## config.mk

```make
export PLATFORM = sky130hd
export DESIGN_NAME = board_mem_wb_flat
export DESIGN_NICKNAME = d
export VERILOG_FILES = /design/src/rtl/board_mem_pkg.sv /design/src/rtl/board_mem_wb_if.sv /design/src/rtl/board_mem_wb_ram.sv /design/src/rtl/board_mem_wb.sv /design/src/flat_wrapper.sv
export SDC_FILE = /design/constraint.sdc
export NUM_CORES = 2
export LEC_CHECK = 0
export ABC_AREA = 1
export CAP_MARGIN = 20
export CORE_UTILIZATION = 40
export CTS_BUF_LIST = sky130_fd_sc_hd__clkbuf_16
export CTS_CLUSTER_DIAMETER = 80
export DETAILED_ROUTE_END_ITERATION = 10
export GPL_TIMING_DRIVEN = 0
export HOLD_SLACK_MARGIN = 0.03
export SYNTH_ARGS = -nofsm -noshare
export SYNTH_HDL_FRONTEND = slang
export SYNTH_SLANG_ARGS = --single-unit
```

## constraint.sdc

```tcl
create_clock -name clk -period 10.9 [get_ports clk]
set_input_delay 1.635 -clock clk [delete_from_list [all_inputs] [get_ports clk]]
set_output_delay 1.635 -clock clk [all_outputs]
set_load 0.05 [all_outputs]
```

## src/rtl/board_mem_pkg.sv

```systemverilog
`default_nettype none
// ============================================================================
// Module      : board_mem_pkg
// Description : Shared constants and types for the game-board cell memory.
//               Holds the board geometry, the cell width, the default value
//               written by the clear sequencer and the controller state type.
// Ports       : none (package)
// Revision    : 1.0 - initial release
// ============================================================================
package board_mem_pkg;

    // Board geometry: 16 x 16 cells, one byte per cell, row-major layout.
    localparam int BOARD_DIM   = 16;
    localparam int CELL_W      = 8;
    localparam int BOARD_CELLS = BOARD_DIM * BOARD_DIM;

    // Value every cell takes after a clear.
    localparam logic [CELL_W-1:0] DEF_CLEAR_VAL = 8'h00;

    // Controller states. The encoding is fixed so that it stays compatible
    // with older netlists that decode the raw state bits.
    typedef enum logic [1:0] {
        IDLE  = 2'd0,
        ACK   = 2'd1,
        CLEAR = 2'd2
    } board_mem_state_t;

endpackage : board_mem_pkg
`default_nettype wire

```

## src/rtl/board_mem_wb_if.sv

```systemverilog
`default_nettype none
// ============================================================================
// Module      : wishbone_if
// Description : Classic single-beat Wishbone bus between the board-logic
//               master and the board memory. Signal names follow the
//               master's point of view (_O driven by master, _I by slave).
// Ports       : CLK_I   in  bus clock, tied to the system clock net
//   Signals   : ADR_O, DAT_O, WE_O, STB_O, CYC_O  master -> slave
//               DAT_I, ACK_I                      slave  -> master
// Modports    : master, slave
// Revision    : 1.0 - initial release
// ============================================================================
interface wishbone_if
    import board_mem_pkg::*;
#(
    parameter int ADDR_W = 8,
    parameter int DATA_W = CELL_W
) (
    input logic CLK_I
);

    logic [ADDR_W-1:0] ADR_O;
    logic [DATA_W-1:0] DAT_O;
    logic              WE_O;
    logic              STB_O;
    logic              CYC_O;
    logic [DATA_W-1:0] DAT_I;
    logic              ACK_I;

    modport master (
        input  CLK_I,
        output ADR_O,
        output DAT_O,
        output WE_O,
        output STB_O,
        output CYC_O,
        input  DAT_I,
        input  ACK_I
    );

    modport slave (
        input  CLK_I,
        input  ADR_O,
        input  DAT_O,
        input  WE_O,
        input  STB_O,
        input  CYC_O,
        output DAT_I,
        output ACK_I
    );

endinterface : wishbone_if
`default_nettype wire

```

## src/rtl/board_mem_wb_ram.sv

```systemverilog
`default_nettype none
// ============================================================================
// Module      : board_ram
// Description : Single-port synchronous RAM with a registered read port,
//               written in the canonical form for block-RAM inference.
//               Contents are deliberately not reset.
// Ports       : clk       in  clock
//               we_i      in  write enable
//               addr_i    in  cell address
//               wdata_i   in  write data
//               rdata_o   out registered read data (mem[addr_i] of the
//                             previous cycle, read-before-write)
// Revision    : 1.0 - initial release
// ============================================================================
module board_ram
    import board_mem_pkg::*;
#(
    parameter int ADDR_W = 8,
    parameter int DATA_W = CELL_W,
    parameter int DEPTH  = BOARD_CELLS
) (
    input  logic              clk,
    input  logic              we_i,
    input  logic [ADDR_W-1:0] addr_i,
    input  logic [DATA_W-1:0] wdata_i,
    output logic [DATA_W-1:0] rdata_o
);

    logic [DATA_W-1:0] mem [DEPTH];
    logic [DATA_W-1:0] rdata_q;

    always_ff @(posedge clk) begin
        if (we_i) begin
            mem[addr_i] <= wdata_i;
        end
        rdata_q <= mem[addr_i];
    end

    assign rdata_o = rdata_q;

endmodule : board_ram
`default_nettype wire

```

## src/rtl/board_mem_wb.sv

```systemverilog
`default_nettype none
// ============================================================================
// Module      : board_mem_wb
// Description : Wishbone slave holding the 16x16 game board (256 x 8 cells).
//               Serves single reads/writes and runs a clear sequencer that
//               rewrites every cell with CLEAR_VAL before a new game.
// Ports       : clk         in  system clock (also drives wb.CLK_I)
//               rst_n       in  asynchronous active-low reset
//               wb          io  wishbone_if.slave bus port
//               clear_req   in  single-cycle clear request
//               busy        out high while a clear is in progress
//               clear_done  out single-cycle pulse at clear completion
// Revision    : 1.0 - initial release
// ============================================================================
module board_mem_wb
    import board_mem_pkg::*;
#(
    parameter int                ADDR_W    = 8,
    parameter int                DATA_W    = CELL_W,
    parameter int                DEPTH     = BOARD_CELLS,   // must be 2**ADDR_W
    parameter logic [DATA_W-1:0] CLEAR_VAL = DEF_CLEAR_VAL
) (
    input  logic       clk,
    input  logic       rst_n,
    wishbone_if.slave  wb,
    input  logic       clear_req,
    output logic       busy,
    output logic       clear_done
);

    localparam logic [ADDR_W-1:0] LAST_ADDR = {ADDR_W{1'b1}};

    // ------------------------------------------------------------------
    // State
    // ------------------------------------------------------------------
    board_mem_state_t  state_q,    state_d;
    logic [ADDR_W-1:0] clr_addr_q, clr_addr_d;
    logic              clr_pend_q, clr_pend_d;
    logic              we_q,       we_d;
    logic              ack_q,      ack_d;
    logic [DATA_W-1:0] dat_q,      dat_d;
    logic              busy_q,     busy_d;
    logic              done_q,     done_d;

    // ------------------------------------------------------------------
    // Request decode
    // ------------------------------------------------------------------
    logic w_req;
    logic w_clear_go;
    logic w_accept;

    assign w_req      = wb.CYC_O && wb.STB_O;
    // A clear (new or deferred from an ACK cycle) wins over a bus request;
    // the master simply keeps STB_O asserted until the clear finishes.
    assign w_clear_go = (state_q == IDLE) && (clear_req || clr_pend_q);
    assign w_accept   = (state_q == IDLE) && w_req && !w_clear_go;

    // ------------------------------------------------------------------
    // RAM port mux: the clear sequencer owns the port while clearing.
    // ------------------------------------------------------------------
    logic              w_ram_we;
    logic [ADDR_W-1:0] w_ram_addr;
    logic [DATA_W-1:0] w_ram_wdata;
    logic [DATA_W-1:0] w_ram_rdata;

    always_comb begin
        if (state_q == CLEAR) begin
            w_ram_we    = 1'b1;
            w_ram_addr  = clr_addr_q;
            w_ram_wdata = CLEAR_VAL;
        end else begin
            w_ram_we    = w_accept && wb.WE_O;
            w_ram_addr  = wb.ADR_O;
            w_ram_wdata = wb.DAT_O;
        end
    end

    board_ram #(
        .ADDR_W (ADDR_W),
        .DATA_W (DATA_W),
        .DEPTH  (DEPTH)
    ) u_ram (
        .clk     (clk),
        .we_i    (w_ram_we),
        .addr_i  (w_ram_addr),
        .wdata_i (w_ram_wdata),
        .rdata_o (w_ram_rdata)
    );

    // ------------------------------------------------------------------
    // Next-state logic
    // ------------------------------------------------------------------
    always_comb begin
        state_d    = state_q;
        clr_addr_d = clr_addr_q;
        clr_pend_d = clr_pend_q;
        we_d       = we_q;

        case (state_q)
            IDLE: begin
                if (w_clear_go) begin
                    state_d    = CLEAR;
                    clr_pend_d = 1'b0;
                end else if (w_accept) begin
                    state_d = ACK;
                    we_d    = wb.WE_O;
                end
            end
            ACK: begin
                // The transaction completes regardless of CYC_O here.
                state_d = IDLE;
                if (clear_req) begin
                    clr_pend_d = 1'b1;
                end
            end
            CLEAR: begin
                // clear_req is ignored here; the running clear is not restarted.
                // The counter wraps from LAST_ADDR back to 0 on its own.
                clr_addr_d = clr_addr_q + 1'b1;
                if (clr_addr_q == LAST_ADDR) begin
                    state_d = IDLE;
                end
            end
            default: begin
                state_d = IDLE;
            end
        endcase
    end

    // The RAM output register captured mem[ADR_O] at the accept edge, so in
    // ACK it already holds the read data; DAT_I only loads it for reads and
    // otherwise keeps the last value read.
    assign ack_d  = (state_q == ACK);
    assign dat_d  = ((state_q == ACK) && !we_q) ? w_ram_rdata : dat_q;
    // busy trails the CLEAR state by one cycle, so it falls together with
    // the clear_done pulse, one edge after the last cell write.
    assign busy_d = (state_q == CLEAR);
    assign done_d = (state_q == CLEAR) && (clr_addr_q == LAST_ADDR);

    // ------------------------------------------------------------------
    // Registers
    // ------------------------------------------------------------------
    always_ff @(posedge clk or negedge rst_n) begin
        if (!rst_n) begin
            state_q    <= IDLE;
            clr_addr_q <= '0;
            clr_pend_q <= 1'b0;
            we_q       <= 1'b0;
            ack_q      <= 1'b0;
            dat_q      <= '0;
            busy_q     <= 1'b0;
            done_q     <= 1'b0;
        end else begin
            state_q    <= state_d;
            clr_addr_q <= clr_addr_d;
            clr_pend_q <= clr_pend_d;
            we_q       <= we_d;
            ack_q      <= ack_d;
            dat_q      <= dat_d;
            busy_q     <= busy_d;
            done_q     <= done_d;
        end
    end

    // ------------------------------------------------------------------
    // Outputs
    // ------------------------------------------------------------------
    assign wb.ACK_I   = ack_q;
    assign wb.DAT_I   = dat_q;
    assign busy       = busy_q;
    assign clear_done = done_q;

endmodule : board_mem_wb
`default_nettype wire

```

## src/flat_wrapper.sv

```systemverilog
// flat-port wrapper written by rule: the top's interface ports become plain ports
module board_mem_wb_flat import board_mem_pkg::*;
#(
    parameter int                ADDR_W    = 8,
    parameter int                DATA_W    = CELL_W,
    parameter int                DEPTH     = BOARD_CELLS,                       
    parameter logic [DATA_W-1:0] CLEAR_VAL = DEF_CLEAR_VAL
)
  (clk, rst_n, clear_req, busy, clear_done, CLK_I, wb_ADR_O, wb_DAT_O, wb_WE_O, wb_STB_O, wb_CYC_O, wb_DAT_I, wb_ACK_I);
  wishbone_if #(.ADDR_W(ADDR_W), .DATA_W(DATA_W)) wb_i (.CLK_I(CLK_I));
  input  logic clk;
  input  logic rst_n;
  input  logic clear_req;
  output logic busy;
  output logic clear_done;
  input wire logic CLK_I;
  input wire logic [$bits(wb_i.ADR_O)-1:0] wb_ADR_O;
  input wire logic [$bits(wb_i.DAT_O)-1:0] wb_DAT_O;
  input wire logic [$bits(wb_i.WE_O)-1:0] wb_WE_O;
  input wire logic [$bits(wb_i.STB_O)-1:0] wb_STB_O;
  input wire logic [$bits(wb_i.CYC_O)-1:0] wb_CYC_O;
  output wire logic [$bits(wb_i.DAT_I)-1:0] wb_DAT_I;
  output wire logic [$bits(wb_i.ACK_I)-1:0] wb_ACK_I;
  assign wb_i.ADR_O = wb_ADR_O;
  assign wb_i.DAT_O = wb_DAT_O;
  assign wb_i.WE_O = wb_WE_O;
  assign wb_i.STB_O = wb_STB_O;
  assign wb_i.CYC_O = wb_CYC_O;
  assign wb_DAT_I = wb_i.DAT_I;
  assign wb_ACK_I = wb_i.ACK_I;
  board_mem_wb #(.ADDR_W(ADDR_W), .DATA_W(DATA_W), .DEPTH(DEPTH), .CLEAR_VAL(CLEAR_VAL)) u_core (.clk(clk), .rst_n(rst_n), .wb(wb_i), .clear_req(clear_req), .busy(busy), .clear_done(clear_done));
endmodule
```

Word-level counts from Yosys, hierarchy flattened
Memory sizes are Yosys's and may differ from the RTL's. A register that Yosys moved wholly into a read port is not among the register bits.
Cells that the tools add are included.
{ "word_totals": {"ram_bits": 2048, "elab_cells": 45, "ff_bits": 23, "n_memories": 1, "input_bits": 23} }
{ "memory_table": {"columns": ["memory", "depth", "word_bits", "rd", "rd_clocked_by_memory_dff", "write_ports", "line_no", "source"], "rows": [
  ["u_core.u_ram.mem", 256, 8, 1, 1, 1, "board_mem_wb_ram.sv:29", "logic [DATA_W-1:0] mem [DEPTH];"]
]} }
{ "classes": {"reduce_logical": 15, "muxes": 12, "eq_ne": 7, "addsub": 1, "bitwise_logic": 1} }
{ "ops": {"columns": ["op", "count"], "rows": [
  ["8-bit two-way mux", 2],
  ["8-bit by 1-bit adder with 8-bit output, second input constant", 1],
  ["8-bit == test, second input constant", 1],
  ["1-bit logical AND", 7],
  ["2-bit two-way mux", 3],
  ["3-bit AND reduction", 2],
  ["1-bit two-way mux", 5],
  ["2-bit != test, second input constant", 2],
  ["2-bit case mux with 2 select lines", 1],
  ["3-bit by 1-bit != test with 1-bit output, second input constant", 1],
  ["2-bit by 1-bit == test with 1-bit output, second input constant", 1],
  ["2-bit == test, second input constant", 1],
  ["1-bit zero test", 2],
  ["2-bit zero test", 1],
  ["2-bit by 1-bit != test with 1-bit output, second input constant", 1],
  ["1-bit case mux with 2 select lines", 1],
  ["2-bit AND reduction", 1],
  ["2-bit nonzero test", 1],
  ["1-bit logical OR", 1],
  ["1-bit NOT", 1]
]} }

Logic depth before layout (Yosys ltp)
{ "logic_depth": {"word_depth": 8, "depth_mapped": 19} }

Hierarchy
A second synthesis with hierarchy kept.
{ "hier_totals": {"cells_unflattened": 8168, "hier_area_um2": 85995.0} }
{ "modules_own_cells": {"columns": ["mod", "area_per_inst_um2", "cells_per_inst", "seq_area_each_um2", "instances"], "rows": [
  ["board_ram", 84856.4, 8021, 61659.1, 1],
  ["board_mem_wb", 1138.6, 147, 575.6, 1]
]} }

Worst setup path before layout
Ideal clock, no wire load.
{ "synth_path": {"kind": "input to register", "startpoint": "in wb_DAT_O[0]", "endpoint": "mem u_core.u_ram.mem[0][0] (netlist name), data pin", "cell_stages": 2, "slack_ns": 1.990, "arrival_time_ns": 7.517, "path_cell_list": "inv_1 nor2_1"} }
{ "synth_between": {"elab_chain_len": 1} }
{ "synth_lines": {"columns": ["item", "line_no", "source"], "rows": [
  ["from (decl)", "flat_wrapper.sv:18", "input wire logic [$bits(wb_i.DAT_O)-1:0] wb_DAT_O;"],
  ["8-bit two-way mux", "board_mem_wb.sv:67", "if (state_q == CLEAR) begin"],
  ["named net u_core.u_ram.wdata_i[0]", "board_mem_wb_ram.sv:25", "input logic [DATA_W-1:0] wdata_i,"],
  ["to (decl)", "board_mem_wb_ram.sv:29", null]
]} }
The timed path passes the listed nets, and every way through them passes these cells.

Final worst setup path
{ "layout_path": {"startpoint": "in wb_ADR_O[0]", "endpoint": "mem u_core.u_ram.mem[126][5] (netlist name), enable pin"} }
{ "layout_between": {"elab_chain_len": 1} }
{ "layout_lines": {"columns": ["item", "line_no", "source"], "rows": [
  ["from (decl)", "flat_wrapper.sv:17", "input wire logic [$bits(wb_i.ADR_O)-1:0] wb_ADR_O;"],
  ["8-bit two-way mux", "board_mem_wb.sv:67", null]
]} }
Every way passes these cells.

==> summary by stage <==
Status
The flow ran to the end, and the final reports show no timing, DRC or antenna violations.

Global route
The sum of overflow across all layers after global routing is 0. The largest net degree at the start of global routing is 43. Global routing used roughly a quarter of the available tracks across all layers. The number of antenna violations at the first check in global routing came to 20. The first global-routing pass estimated around 430000 um of wire. The number of global-route vias before repair was 60736.

Finish
Leaving out filler cells and counting taps, the final layout contains approximately 12000. The layout has roughly 20000 filler cells. Relative to the synthesized area, the layout overhead comes to 14.4%. At the end of the flow, the number of nets in the layout was 8797. At the end of the flow the core is filled with cells to a little under half. The final design area excluding fillers is about 100000 um2.

Cells with a size suffix above 1 make up roughly 8.3% of the layout. The register cell area after layout is 62200 um2. The area taken by multi-input logic gates is 23700 um2.

CTS
The number of H-tree levels is 4. The clock net sink count is 2079. After clock tree synthesis, the clock-pin slew on the worst setup and hold paths is about 0.060 ns.

The clock tree from TritonCTS is built. The post-CTS setup buffer count is 0. In this run, CTS created clock tree buffers numbering about 210.

For this design, the CTS-stage hold fixing added 0 buffers. Clock latency on the worst-skew pair, taken at its later pin, is ~0.9 ns. Clock tree synthesis selected as its root buffer the cell clkbuf_16. The buffer levels on the longest clock path is 3. Post-CTS repair changed the size of 0 cells.

STA
Setup repair after global routing left no endpoint under its margin. In the finished design, the share of the clock period the worst path needs comes to around 59%. The worst clock skew on the final layout is 0.0563 ns. Derived from the worst setup path, the maximum achievable clock frequency is ~160 MHz. The slew at the pin closest to its max-slew limit is roughly 1.3 ns. The setup TNS after final layout is 0 ns. The worst pin sits at a relative slew slack of 16.0%. The number of failing setup endpoints in the final timing report is 0. The setup slack of the critical path after layout is between 4 and 5 ns. The number of slew-limit violations in the final report came to 0. The minimum clock period after layout is 6.39 ns. The number of hold violations in the final report is 0.

Critical path
The data arrival time of the critical path is just under 7 ns. The startpoint-to-endpoint class of the critical path is input pin to flip-flop. The element type at the critical path end is a flip-flop. STA classifies the critical path startpoint as an input pin. The biggest fanout along the worst timing path is 10.

The critical path data required time is roughly 11 ns.

Synthesis
Sorting the synthesized cells by area gives the leading types as edfxtp_1 (70%), nand2_1 (18%), nand3_1 (6.3%). Yosys printed 0 warnings. Counting flops with a built-in enable in the synthesized netlist gives ~2000.

The synthesized netlist devotes 0.0141% of its cell area to adder and majority cells. Among all flip-flop cells after synthesis, the most frequent one is edfxtp_1. The synthesized design spends more area on one cell type than any other, namely edfxtp_1. The number of flip-flops and latches in the synthesized netlist is 2079. The async set-reset flop share out of synthesis is under 10%. Sequential elements use between 70% and 80% of the synthesized area. The netlist area before placement is roughly 90000 um2. The area fraction in and, or, nand and nor cells after synthesis is a little over a quarter. Synthesis produced a netlist with a net count of between 8000 and 9000. Summed over its instances, the top area cell type makes up 69.5% of the synthesized netlist area. The number of different library cells in the post-synthesis netlist is 32. The count of mapped cells out of synthesis is roughly 8400.

By area, the combinational part of the netlist is dominated by simple AND/OR/NAND/NOR gates. Summing the areas of all compound-gate instances in the mapped netlist gives less than 1% of the synthesized area. The average instance area after synthesis is ~10 um2. The xor and xnor fraction of the mapped netlist area is 0.0594%. The multiplexer share of the synthesized area is less than 1%.

Run
The reported max-cap violation count is 0.

Floorplan
The total core area is between 200000 and 250000 um2. The die is between 400 and 500 um tall. The count of standard-cell rows is ~170. The die is ~470 um wide. The die covers between 200000 and 250000 um2.

The initial utilization of the core area, before any placement, comes to between 40% and 50%. The number of top-level pins is 34.

Detailed routing
The first-iteration detailed-routing DRC count is between 8000 and 9000. The number of DRC violations after detailed routing is 0. Summed over all layers, the routed wires come to 300000 um. After detailed routing, the number of vias per cell comes to about 5.4. The total number of vias is around 65000. The routed length per placed instance is around 25 um.

The remaining antenna violation count after routing is 0. The first detailed-routing pass ran for 8 iterations.

Power
Summed over all cells, the static leakage comes to around 39 nW. VDD sags by at most roughly 0.17 mV. Power spread over the standard cell area amounts to 156 nW/um2.

Hold path
The worst hold path belongs to the class flip-flop to flip-flop.

Placement
The placed cell count is between 10000 and 15000. Summing all placed instances gives a cell area of around 94000 um2. The HPWL after detailed placement is between 200000 and 250000 um. The global placer's final weighted congestion is approximately 0.98. Before CTS, the worst setup slack after placement is about 3.8 ns. The quantity of I/O buffers inserted on ports is 32.
==> cell usage after synthesis, types with 23 or more instances <==
| master | instances |
|---|---|
| clkbuf_1 | 208 |
| buf_1 | 29 |
| o21ai_0 | 55 |
| edfxtp_1 | 2048 |
| inv_1 | 28 |
| nand4_1 | 79 |
| nand3_1 | 1114 |
| nor2_1 | 353 |
| buf_2 | 302 |
| nand2_1 | 4130 |
| dfrtp_1 | 23 |
==> sequential cells by signal (all words and copies together) (netlist names) <==
name	cells
u_core.wb.ACK_I	1
u_core.we_q	1
u_core.clear_done	1
u_core.busy	1
u_core.clr_pend_q	1
u_core.u_ram.rdata_o	8
u_core.state_q	2
u_core.u_ram.mem	2048
u_core.clr_addr_q	8
u_core.wb.DAT_I	8
==> power by group <==
group          total (mW)  switching, mW  internal [mW]
sequential           8.64              0           8.64
combinational      0.0119        0.00456        0.00730
clock                7.16           3.22           3.94
total                15.8           3.22           12.6
==> final cells by class <==
class / count / share of cell area, %
Buffer: 548 / 2.44
Sequential cell: 2079 / 61.5
Inverter: 31 / 0.115
Tap cell: 2958 / 3.66
Clock buffer: 213 / 5.27
Antenna cell: 15 / 0.0371
Clock inverter: 174 / 1.42
Multi-Input combinational cell: 5782 / 23.4
Timing Repair Buffer: 119 / 2.18
==> per-stage QoR <==
step           power (mW)  hold slack, ns
2_1_floorplan        8.81           0.440
3_3_place_gp         8.82           0.446
3_5_place_dp         8.82           0.449
4_1_cts              15.8           0.469
5_1_grt              16.1           0.476
6_report             15.8           0.463
==> kinds of logic (layout without fill, tap and decap cells) <==
family          count (synthesis)  in the layout
flops                        2079           2079
mux                             8              8
compound gates                 63             63
fa+ha+maj                       1              1
xor+xnor                        6              6
other cells                     0             15
buf+inv                       579           1085
simple gates                 5704           5704
==> placed cells by master, fill, tap and decap left out, types with 16 or more instances in the layout <==
cell             count
buf_1               29
buf_12              55
buf_16              24
buf_2              302
bufinv_16           16
clkbuf_1           205
clkbuf_16          213
clkdlybuf4s50_1     32
clkinv_1            39
clkinv_2            42
dfrtp_1             23
edfxtp_1          2048
inv_1               77
nand2_1           4130
nand3_1           1114
nand4_1             79
nor2_1             345
o21ai_0             55
==> layer usage <==
layer  track usage (%)  up-vias  share of wire [%]
li1                  -    29203                  -
met1              35.5    31335                 40
met2              42.0     3378                 46
met3              5.26      579                9.7
met4              11.4       12                4.5
met5                 0        -              0.025
==> path summary, 6_finish.rpt <==
check / from / to / slack, ns / cells after the start
max: wb_ADR_O[0] / u_core.u_ram.mem[126][5] / 4.51 / 12
min: u_core.u_ram.rdata_o[3] / u_core.wb.DAT_I[3] / 0.46 / 1
max reg2reg: u_core.state_q[1] / u_core.u_ram.mem[126][5] / 5.09 / 11
min reg2reg: u_core.u_ram.rdata_o[3] / u_core.wb.DAT_I[3] / 0.46 / 1
max in group asynchronous: rst_n / u_core.wb.DAT_I[6] / 9.35 / 2
min in group asynchronous: rst_n / u_core.wb.DAT_I[2] / 1.04 / 1
==> worst max-delay path: stages <==
cell             delay (ns)
clkdlybuf4s50_1        0.40
inv_1                  0.05
nand2_1                0.24
nand2_2                0.33
clkbuf_1               0.53
buf_8                  0.25
nand2_1                0.08
inv_1                  0.10
clkbuf_1               0.52
nand3_1                1.08
buf_2                  0.79
nor2_1                 0.83
Note: power is estimated with default switching activity, not from simulation.
